--- config.mk ---
export PLATFORM = sky130hd
export DESIGN_NAME = f32h16_pack
export DESIGN_NICKNAME = d
export VERILOG_FILES = /design/src/rtl/f32h16_pack_pkg.sv /design/src/rtl/f32h16_pack_f32_to_f16.sv /design/src/rtl/f32h16_pack.sv
export SDC_FILE = /design/constraint.sdc
export NUM_CORES = 1
export LEC_CHECK = 0
export ABC_CLOCK_PERIOD_IN_PS = 1700
export CAP_MARGIN = 20
export CORE_ASPECT_RATIO = 1.1
export CORE_MARGIN = 3
export CORE_UTILIZATION = 30
export CTS_CLUSTER_SIZE = 10
export DETAILED_ROUTE_END_ITERATION = 6
export DONT_BUFFER_PORTS = 1
export PLACE_DENSITY = 0.53
export SLEW_MARGIN = 20
export SYNTH_ARGS = -nofsm -noshare
export SYNTH_HDL_FRONTEND = slang
export SYNTH_HIERARCHICAL = 1
export SYNTH_SLANG_ARGS = --single-unit
--- constraint.sdc ---
create_clock -name clk -period 1.7 [get_ports clk]
set_input_delay 0.255 -clock clk [delete_from_list [all_inputs] [get_ports clk]]
set_output_delay 0.255 -clock clk [all_outputs]
set_load 0.005 [all_outputs]
--- src/rtl/f32h16_pack_pkg.sv ---
// f32h16_pack_pkg: shared constants, state type and rounding helper for the float32-to-half packer
package f32h16_pack_pkg;

    localparam logic [14:0] H16_QNAN          = 15'h7E00;
    localparam logic [14:0] H16_INF           = 15'h7C00;
    localparam logic [7:0]  F32_H16_BIAS_DIFF = 8'd112;
    localparam logic [7:0]  SUB_E_MIN         = 8'd102;

    localparam int FF_OVF = 2;
    localparam int FF_UNF = 1;
    localparam int FF_NX  = 0;

    typedef enum logic {S_IDLE, S_LOW} pack_state_t;

    // Round-to-nearest-even increment from lsb, guard and sticky bits
    function automatic logic rne_up(logic lsb, logic g, logic st);
        return g & (st | lsb);
    endfunction

endpackage

--- src/rtl/f32h16_pack_f32_to_f16.sv ---
// f32_to_f16: combinational IEEE-754 float32 to binary16 converter with round-to-nearest-even
//   i_f32   : float32 operand
//   o_half  : binary16 result
//   o_flags : {overflow, underflow, inexact} for this conversion
module f32_to_f16
    import f32h16_pack_pkg::*;
(
    input  logic [31:0] i_f32,
    output logic [15:0] o_half,
    output logic [2:0]  o_flags
);

    logic        w_s;
    logic [7:0]  w_e;
    logic [22:0] w_m;
    logic        w_e_max;
    logic        w_zero;
    logic        w_big;
    logic        w_norm;
    logic        w_sub;
    logic [4:0]  w_nexp;
    logic [14:0] w_nsum;
    logic        w_nnx;
    logic [7:0]  w_sh;
    logic [33:0] w_sext;
    logic [10:0] w_ssum;
    logic        w_snx;
    logic [14:0] w_body;
    logic        w_ovf;
    logic        w_nx;

    assign w_s     = i_f32[31];
    assign w_e     = i_f32[30:23];
    assign w_m     = i_f32[22:0];
    assign w_e_max = w_e == 8'd255;
    assign w_zero  = w_e == 8'd0 && w_m == 23'd0;
    assign w_big   = !w_e_max && w_e > 8'd142;
    assign w_norm  = w_e >= 8'd113 && w_e <= 8'd142;
    assign w_sub   = w_e >= SUB_E_MIN && w_e <= F32_H16_BIAS_DIFF;

    // Normal range: rebias and round; a carry out of the mantissa bumps the exponent,
    // which for exponent 30 lands exactly on the infinity encoding.
    assign w_nexp = w_e[4:0] - F32_H16_BIAS_DIFF[4:0];
    assign w_nsum = {w_nexp, w_m[22:13]} + {14'd0, rne_up(w_m[13], w_m[12], |w_m[11:0])};
    assign w_nnx  = w_m[12] | (|w_m[11:0]);

    // Subnormal range: the significand is pre-shifted by 14 via the fixed field positions,
    // so only the remaining 0..10 bit shift is variable and nothing drops off the low end.
    assign w_sh   = F32_H16_BIAS_DIFF - w_e;
    assign w_sext = {1'b1, w_m, 10'd0} >> w_sh;
    assign w_ssum = {1'b0, w_sext[33:24]} + {10'd0, rne_up(w_sext[24], w_sext[23], |w_sext[22:0])};
    assign w_snx  = w_sext[23] | (|w_sext[22:0]);

    assign w_body = w_e_max ? (w_m != 23'd0 ? H16_QNAN : H16_INF) :
                    w_zero  ? 15'd0 :
                    w_big   ? H16_INF :
                    w_norm  ? w_nsum :
                    w_sub   ? {4'd0, w_ssum} : 15'd0;

    assign w_ovf = w_big | (w_norm & (&w_nsum[14:10]));
    assign w_nx  = w_e_max ? 1'b0 :
                   w_zero  ? 1'b0 :
                   w_big   ? 1'b1 :
                   w_norm  ? w_nnx :
                   w_sub   ? w_snx : 1'b1;

    assign o_half           = {w_s, w_body};
    assign o_flags[FF_OVF]  = w_ovf;
    assign o_flags[FF_UNF]  = w_nx & (w_body[14:10] == 5'd0);
    assign o_flags[FF_NX]   = w_nx;

endmodule

--- src/rtl/f32h16_pack.sv ---
// f32h16_pack: streams float32 words, converts each to binary16 and packs pairs into 32-bit words
//   clk, rst                        : clock, asynchronous active-high reset
//   in_valid/in_ready/in_data/in_last     : float32 input stream
//   out_valid/out_ready/out_data/out_last : packed {half_hi, half_lo} output stream
//   clr_flags, fflags               : sticky {overflow, underflow, inexact} and its clear
module f32h16_pack
    import f32h16_pack_pkg::*;
(
    input  logic        clk,
    input  logic        rst,
    input  logic        in_valid,
    output logic        in_ready,
    input  logic [31:0] in_data,
    input  logic        in_last,
    output logic        out_valid,
    input  logic        out_ready,
    output logic [31:0] out_data,
    output logic        out_last,
    input  logic        clr_flags,
    output logic [2:0]  fflags
);

    logic [15:0] w_half;
    logic [2:0]  w_flags;
    logic        w_acc;
    logic        w_emit;

    pack_state_t r_state;
    logic [15:0] r_lo;
    logic        r_out_valid;
    logic [31:0] r_out_data;
    logic        r_out_last;
    logic [2:0]  r_fflags;

    f32_to_f16 u_cvt (
        .i_f32   (in_data),
        .o_half  (w_half),
        .o_flags (w_flags)
    );

    assign in_ready  = !r_out_valid | out_ready;
    assign w_acc     = in_valid & in_ready;
    // Every accept emits except a non-last element that opens a pair
    assign w_emit    = w_acc & (in_last | (r_state == S_LOW));

    assign out_valid = r_out_valid;
    assign out_data  = r_out_data;
    assign out_last  = r_out_last;
    assign fflags    = r_fflags;

    always_ff @(posedge clk or posedge rst) begin
        if (rst) begin
            r_state     <= S_IDLE;
            r_lo        <= 16'd0;
            r_out_valid <= 1'b0;
            r_out_data  <= 32'd0;
            r_out_last  <= 1'b0;
            r_fflags    <= 3'd0;
        end else begin
            if (w_acc)
                r_state <= w_emit ? S_IDLE : S_LOW;
            if (w_acc & !w_emit)
                r_lo <= w_half;
            if (w_emit) begin
                r_out_data <= (r_state == S_LOW) ? {w_half, r_lo} : {16'h0000, w_half};
                r_out_last <= in_last;
            end
            r_out_valid <= w_emit | (r_out_valid & !out_ready);
            // A new flag from this accept survives a simultaneous clear
            r_fflags    <= (clr_flags ? 3'd0 : r_fflags) | (w_acc ? w_flags : 3'd0);
        end
    end

endmodule

==> out/results.tsv, run 1 <==
stage	metric	value	unit
detailed_routing	Detailed Route Iter0 Violations	169	
die	overall die area	0.01710	sq mm
placement	Post-Place Cell Area	0.005640	sq mm
die	Std-Cell Rows	47	
placement	dpl hpwl	10790	microns
timing	Period Utilization, post-route	1.766	
hold_path	Hold Path Class	input port to flip-flop	
placement	Port Buffers	0	
detailed_routing	total wire length	14380	microns
final_layout	area of the multi-input gates	0.003572	sq mm
final_layout	Nets	601	
clock_network	CTS Buffer Depth	2	
grt	gr busiest metal	met2	
critical_path	critical path fanouts, max	48	
die	height of the die	136.9	microns
status	failing checks	negative setup slack	
synth	Synth Area in Adders	0.01875	
final_layout	Fillers	1430	
clock_network	CTS clk-pin slew, worst paths	70	ps
critical_path	WP depth	17	
synth	number of synthesis warnings	6	
critical_path	R2R Setup Slk	120	ps
detailed_routing	total number of vias	4097	
synth	Mean Syn Cell Area	10.31	sq um
synth	main flop type after synthesis	dfrtp_1	
synth	biggest area consumer among synthesized cells	dfrtp_1	
grt	met2 Use GR	0.2899	
clock_network	CTS tree	done	
synth	Seq cells post-synth	54	
synth	largest family of logic cells by synthesized area	multiplexers	
timing	clk_skew	5.692	ps
die	Initial Util	0.3079	
power_and_ir_drop	maximum vdd ir drop	0.4496	mV
grt	M3 GR Usage	0.03357	
timing	RSZ-0062 raised after global routing	yes	
timing	FMAX	0.3331	GHz
synth	xor/xnor share of the synthesized area	0.04688	
critical_path	CP endpoint kind	flip-flop	
synth	synth cell count leaders	dfrtp_1 (54), mux2_2 (36), nand2_1 (24)	
synth	most frequent cell after synthesis	dfrtp_1	
critical_path	CP top delay family	simple AND/OR/NAND/NOR gates	
critical_path	Crit path largest cell delay	420	ps
critical_path	Worst Path Arrival	3180	ps
synth	Syn Nets	498	
detailed_routing	DRC errors left	0	
synth	Syn Std Cell Area	0.004671	sq mm
synth	top cell type's share of synthesized area	0.2893	
final_layout	post-route cell area	0.006521	sq mm
critical_path	CP Cell Sequence	clkinv_16, ha_4, buf_6, buf_6, or3b_4, buf_6, and3b_1, o31a_4, and2_4, ha_4, buf_6, inv_4, nor3_2, xnor2_1, o22ai_2, mux2_4, mux2_2	
critical_path	buffers and inverters on the worst path	6	
synth	synth top area cells	dfrtp_1 (29%), mux2_2 (8.7%), mux2_4 (7.1%)	
clock_network	latest clock arrival within the worst-skew pair	290	ps
timing	Final Hold Vio Count	0	
synth	Syn Inst Count	453	
timing	worst slew pin tran	750.1	ps
final_layout	register area	0.001351	sq mm
synth	Seq/Total Area, Yosys	0.2893	
die	core area	0.01517	sq mm
clock_network	Num CTS Buffers	5	
synth	Post-synth EDFFs	0	
power_and_ir_drop	Pwr Density	675.4	mW/mm^2
detailed_routing	post-route ant nets	0	
synth	complex-gate fraction of the synthesized area	0.1755	
status	status	finished, violations left	
clock_network	CTS sink count	54	
grt	GRT Overall Usage	0.1622	
timing	hold slack final	99.61	ps
synth	mux share of post-synthesis cell area	0.2226	
detailed_routing	first-pass detailed-route iteration total	4	
power_and_ir_drop	Sw Share	0.3010	
hold_path	hold path depth	1	
die	io pins	76	
grt	global routing usage on met1	0.1936	
power_and_ir_drop	clock share of power	0.231	
critical_path	critical path's slowest cell	or3b_4	
grt	initial antenna violation count	0	
run	Max Cap Violations	0	
critical_path	startpoint types	input port	
power_and_ir_drop	design internal power	3.079	mW
grt	vias in the first global route	4121	
timing	min Tclk post-route	3002	ps
timing	Final setup viols	48	
final_layout	area grow syn2layout	39.62	%
final_layout	share of layout cells above drive strength 1	0.5296	
synth	Synth Area in Simple Gates	0.1781	
detailed_routing	vias per std cell	5.441	
grt	first-pass GRT wire length	22520	microns
timing	final worst slack	-1302	ps
power_and_ir_drop	sequential power share	0.394	
final_layout	Inserted Diodes	0	
clock_network	H-tree depth	2	
critical_path	worst r2r path cells	4	
critical_path	worst path required time	1880	ps
clock_network	Clock Root Buffer	clkbuf_16	
timing	slew margin rel.	0.4964	
power_and_ir_drop	Sw Pwr	1.326	mW
synth	Yosys cell types	76	
synth	fraction of registers with async set/reset	1.000	
critical_path	most frequent CP cell	buf_6	
timing	max-slew violations	0	
detailed_routing	DR WL/cell	19.10	microns
grt	largest net degree at the start of global routing	49	
critical_path	CP Class	input port to flip-flop	
die	Die Wd	125.0	microns
placement	gpl congestion	0.8852	
grt	GR Overflow Total	0	
power_and_ir_drop	Leak	2.831	nW
power_and_ir_drop	Comb pwr share	0.376	
-- routing by layer --
metal / vias to the layer above / part of all wire
li1: 1917 / -
met1: 2031 / 0.41
met2: 120 / 0.50
met3: 29 / 0.061
met4: 0 / 0.027
met5: - / 0
-- through the flow --
step	std cells	total power [mW]	TNS [ps]	util	setup slack, ps
2_1_floorplan	453	2.818	-55630	-	-2012
3_3_place_gp	718	3.152	-59140	0.3718	-1719
3_5_place_dp	718	3.204	-60740	0.3718	-1780
4_1_cts	740	4.298	-39900	0.3994	-1239
5_1_grt	753	4.645	-46980	0.4298	-1384
6_report	753	4.404	-42650	0.4298	-1302
-- kinds of logic after synthesis --
kind of cell             count (synthesis)
buffers and inverters                   49
multiplexers                            78
AO/OA/AOI/OAI                          104
adder cells (fa/ha/maj)                  7
AND/OR/NAND/NOR                        136
XOR/XNOR                                25
flip-flops                              54
-- power by group through the flow --
| stage | combinational [mW] | clock [mW] | sequential (mW) |
|---|---|---|---|
| 2_1_floorplan | 1.13 | 0 | 1.68 |
| 3_3_place_gp | 1.41 | 0 | 1.74 |
| 3_5_place_dp | 1.44 | 0 | 1.76 |
| 4_1_cts | 1.51 | 1.05 | 1.74 |
| 5_1_grt | 1.78 | 1.09 | 1.77 |
| 6_report | 1.65 | 1.02 | 1.73 |
-- state kept, by name, summed over array words and instances (netlist names) --
| signal | flops |
|---|---|
| out_data | 32 |
| fflags | 3 |
| r_lo | 16 |
| r_state | 1 |
| out_valid | 1 |
| out_last | 1 |
-- layout by cell type, fill, tap and decap left out, types with 4 or more instances in the layout --
| master | instances |
|---|---|
| a211oi_1 | 11 |
| a21oi_1 | 10 |
| a22o_1 | 19 |
| and2_1 | 6 |
| and3_1 | 6 |
| buf_4 | 112 |
| buf_6 | 18 |
| clkbuf_16 | 6 |
| dfrtp_1 | 54 |
| ha_4 | 4 |
| inv_1 | 5 |
| mux2_2 | 20 |
| mux2_4 | 38 |
| mux2i_1 | 12 |
| mux4_2 | 8 |
| nand2_1 | 19 |
| nand2_2 | 4 |
| nand2b_1 | 6 |
| nand3_1 | 14 |
| nand3_2 | 6 |
| nor2_1 | 17 |
| nor3_1 | 12 |
| nor4_4 | 7 |
| o21a_1 | 5 |
| o21ai_0 | 8 |
| o21ai_2 | 4 |
| o22ai_2 | 7 |
| xnor2_1 | 5 |
| xnor2_2 | 4 |
| xor2_1 | 10 |
-- area by class of cell --
cell class	count	area share
clock inverter	1	0.0007675
clock buffer	7	0.02187
timing repair buffer	135	0.1738
multi-input combinational	350	0.5478
sequential	54	0.2072
inverter	10	0.01094
tap	196	0.03761
-- repair_timing --
item | 4_1_cts | 5_1_grt
setup endpoints to repair | 48 | 48
endpoints found under the hold margin | 19 | 0
hold buffers | 1 | 0
pin swaps | 31 | 42
buffers inserted | 14 | 14
cloned | 0 | 1
gates resized for setup | 34 | 66
-- final timing paths --
kind / from / endpoint
min: in_last / out_last$_DFFE_PP0P_
max in group asynchronous: rst / fflags[2]$_DFF_PP0_
max: in_data[23] / out_data[4]$_DFFE_PP0P_
min reg2reg: r_lo[12]$_DFFE_PP0P_ / r_lo[12]$_DFFE_PP0P_
max reg2reg: out_valid$_DFF_PP0_ / out_data[5]$_DFFE_PP0P_
min in group asynchronous: rst / out_data[3]$_DFFE_PP0P_
No activity file was read; power rests on OpenSTA's default activity.
==> inputs of run 2 (changes only) <==
--- a/config.mk
+++ b/config.mk
@@ -10,6 +10,7 @@
 export CORE_ASPECT_RATIO = 1.1
 export CORE_MARGIN = 3
 export CORE_UTILIZATION = 30
+export CTS_CLUSTER_DIAMETER = 50
 export CTS_CLUSTER_SIZE = 10
 export DETAILED_ROUTE_END_ITERATION = 6
 export DONT_BUFFER_PORTS = 1
==> results of run 2 <==
No change in the layout: final DEF, timing and power equal those of run 1.
==> inputs of run 3 (changes only) <==
--- a/config.mk
+++ b/config.mk
@@ -9,12 +9,11 @@
 export CAP_MARGIN = 20
 export CORE_ASPECT_RATIO = 1.1
 export CORE_MARGIN = 3
-export CORE_UTILIZATION = 30
+export CORE_UTILIZATION = 45
 export CTS_CLUSTER_DIAMETER = 50
-export CTS_CLUSTER_SIZE = 10
 export DETAILED_ROUTE_END_ITERATION = 6
 export DONT_BUFFER_PORTS = 1
-export PLACE_DENSITY = 0.53
+export PLACE_DENSITY = 0.69
 export SLEW_MARGIN = 20
 export SYNTH_ARGS = -nofsm -noshare
 export SYNTH_HDL_FRONTEND = slang
==> out/results.tsv, run 3 (synthesis results as in run 1) <==
stage	metric	value	unit	change
status	status	finished, violations left		
status	failing checks	negative setup slack		
critical_path	CP top delay family	multiplexers		
detailed_routing	total wire length	13610	microns	-5.4%
critical_path	buffers and inverters on the worst path	1		-5
detailed_routing	total number of vias	4124		+0.66%
grt	largest net degree at the start of global routing	49		unchanged
grt	M3 GR Usage	0.03206		-0.001508
timing	hold slack final	72.72	ps	-26.89 ps
die	Std-Cell Rows	38		-19%
grt	met2 Use GR	0.4095		+0.1196
die	overall die area	0.01164	sq mm	-32%
grt	global routing usage on met1	0.2746		+0.08097
placement	placed cell count	645		-10%
die	Die Wd	103.1	microns	-17%
grt	GRT Overall Usage	0.2309		+0.06866
final_layout	max reg flops	32		unchanged
final_layout	Nets	604		+0.50%
grt	gr busiest metal	met2		
die	io pins	76		unchanged
critical_path	WP depth	13		-4
final_layout	Fillers	788		-45%
timing	worst slew pin tran	734.3	ps	-15.76 ps
placement	Port Buffers	0		unchanged
clock_network	CTS sink count	54		unchanged
clock_network	Clock Root Buffer	clkbuf_8		
clock_network	latest clock arrival within the worst-skew pair	310	ps	+20 ps
die	Initial Util	0.4678		+0.1599
detailed_routing	post-route ant nets	0		unchanged
final_layout	share of layout cells above drive strength 1	0.5357		+0.006091
critical_path	Worst Path Arrival	3130	ps	-50 ps
timing	min Tclk post-route	2921	ps	-81.37 ps
critical_path	CP endpoint kind	flip-flop		
detailed_routing	DR WL/cell	20.02	microns	+4.8%
timing	FMAX	0.3424	GHz	+2.8%
clock_network	CTS Buffer Depth	2		unchanged
timing	slew margin rel.	0.5070		+0.01058
grt	GR Overflow Total	0		unchanged
final_layout	most common cell after layout, fill and taps aside	buf_4		
detailed_routing	DRC errors left	0		unchanged
final_layout	area grow syn2layout	37.96	%	
critical_path	Setup crit end	out_data[8]$_DFFE_PP0P_		
clock_network	CTS tree	done		
critical_path	CP Class	input port to flip-flop		
critical_path	startpoint types	input port		
detailed_routing	first-pass detailed-route iteration total	4		unchanged
grt	vias in the first global route	4330		+5.1%
detailed_routing	vias per std cell	6.065		+11%
final_layout	final cell count without fillers	680		-9.7%
critical_path	worst r2r path cells	3		-1
timing	max-slew violations	0		unchanged
clock_network	CTS clk-pin slew, worst paths	90	ps	+20 ps
power_and_ir_drop	maximum vdd ir drop	0.4838	mV	+7.6%
clock_network	H-tree depth	2		unchanged
timing	Final Hold Vio Count	0		unchanged
final_layout	most frequent cells in the layout	buf_4 (114), dfrtp_1 (54), mux2_4 (34)		
die	core area	0.009985	sq mm	-34%
clock_network	Num CTS Buffers	5		unchanged
power_and_ir_drop	Pwr Density	643.8	mW/mm^2	-4.7%
critical_path	CP Launch Point	in_data[23]		
hold_path	Hold Path Class	input port to flip-flop		
detailed_routing	Detailed Route Iter0 Violations	131		-22%
die	height of the die	112.9	microns	-18%
timing	final worst slack	-1221	ps	+81.37 ps
run	Max Cap Violations	0		unchanged
critical_path	Crit path largest cell delay	580	ps	+160 ps
timing	setup_tns	-37180	ps	+5468 ps
timing	Period Utilization, post-route	1.718		-0.04786
timing	Final setup viols	48		unchanged
critical_path	CP Cell Sequence	clkinv_16, ha_4, xor2_4, mux4_2, nor4_4, o21a_4, ha_4, nand3_2, or3b_4, xor2_1, o22ai_1, mux2_4, mux2_4		
final_layout	Inserted Diodes	0		unchanged
timing	RSZ-0062 raised after global routing	yes		
power_and_ir_drop	Leak	2.824	nW	-0.24%
critical_path	critical path's slowest cell	mux4_2		
critical_path	Worst R2R Start	out_valid$_DFF_PP0_		
placement	dpl hpwl	9951	microns	-7.8%
grt	first-pass GRT wire length	21490	microns	-4.6%
critical_path	worst path required time	1910	ps	+30 ps
timing	clk_skew	9.278	ps	+3.586 ps
placement	gpl congestion	0.8690		-1.8%
critical_path	FF-to-FF End	r_lo[15]$_DFFE_PP0P_		
final_layout	utilization after layout	0.6454		+0.2155
critical_path	critical path fanouts, max	48		unchanged
grt	initial antenna violation count	0		unchanged
critical_path	R2R Setup Slk	170	ps	+50 ps
run 3: changes by cell type in the layout (fill, tap and decap cells not counted), sizes merged:
cell / before / now
buf: 133 / 136
clkinv: 3 / 4
inv: 8 / 7
run 3: report_power, final:
part	switching, mW	leakage [nW]	internal [mW]
sequential	0.192	0.701	1.54
combinational	0.716	2.08	0.979
clock	0.396	0.0482	0.329
total	1.30	2.82	2.84
run 3: metrics by stage:
| step | worst slack, ps | area (sq um) | power [mW] |
|---|---|---|---|
| 2_1_floorplan | -2012 | 4873 | 2.818 |
| 3_3_place_gp | -1705 | 5605 | 3.161 |
| 3_5_place_dp | -1750 | 5605 | 3.216 |
| 4_1_cts | -1195 | 6172 | 4.086 |
| 5_1_grt | -1296 | 6444 | 4.388 |
| 6_report | -1221 | 6444 | 4.148 |
run 3: what timing repair did:
action                     in CTS  in global routing
cloned                          0                  1
setup endpoints to repair      48                 48
pin swaps                      37                 40
setup buffers                  22                 13
hold endpoints to repair       33                  0
gates resized for setup        61                 49
hold buffers                    1                  0
run 3: layout make-up:
cell class / count / area, sq um / share of cell area
flip-flops and latches: 54 / 1351 / 0.2097
clock buffers: 7 / 86.33 / 0.01340
inverters: 10 / 81.33 / 0.01262
repair buffers: 138 / 1177 / 0.1827
clock inverters: 1 / 5.005 / 0.0007767
well taps: 120 / 150.1 / 0.02330
multi-input cells: 350 / 3592 / 0.5575
run 3: how the worst min path moves through the flow:
stage,start,endpoint,cells past startpoint
6_report,in_last,out_last$_DFFE_PP0P_,1
5_1_grt,in_data[31],out_data[31]$_DFFE_PP0P_,1
4_1_cts,in_last,out_last$_DFFE_PP0P_,1
3_5_place_dp,rst,out_data[6]$_DFFE_PP0P_,1
3_3_place_gp,rst,out_data[6]$_DFFE_PP0P_,1
2_1_floorplan,in_last,out_last$_DFFE_PP0P_,1
run 3: per-layer routing:
| metal | routed length [microns] | vias to the layer above |
|---|---|---|
| met5 | 0 | - |
| met2 | 7110 | 124 |
| li1 | - | 1933 |
| met4 | 369 | 0 |
| met3 | 619 | 28 |
| met1 | 5511 | 2039 |
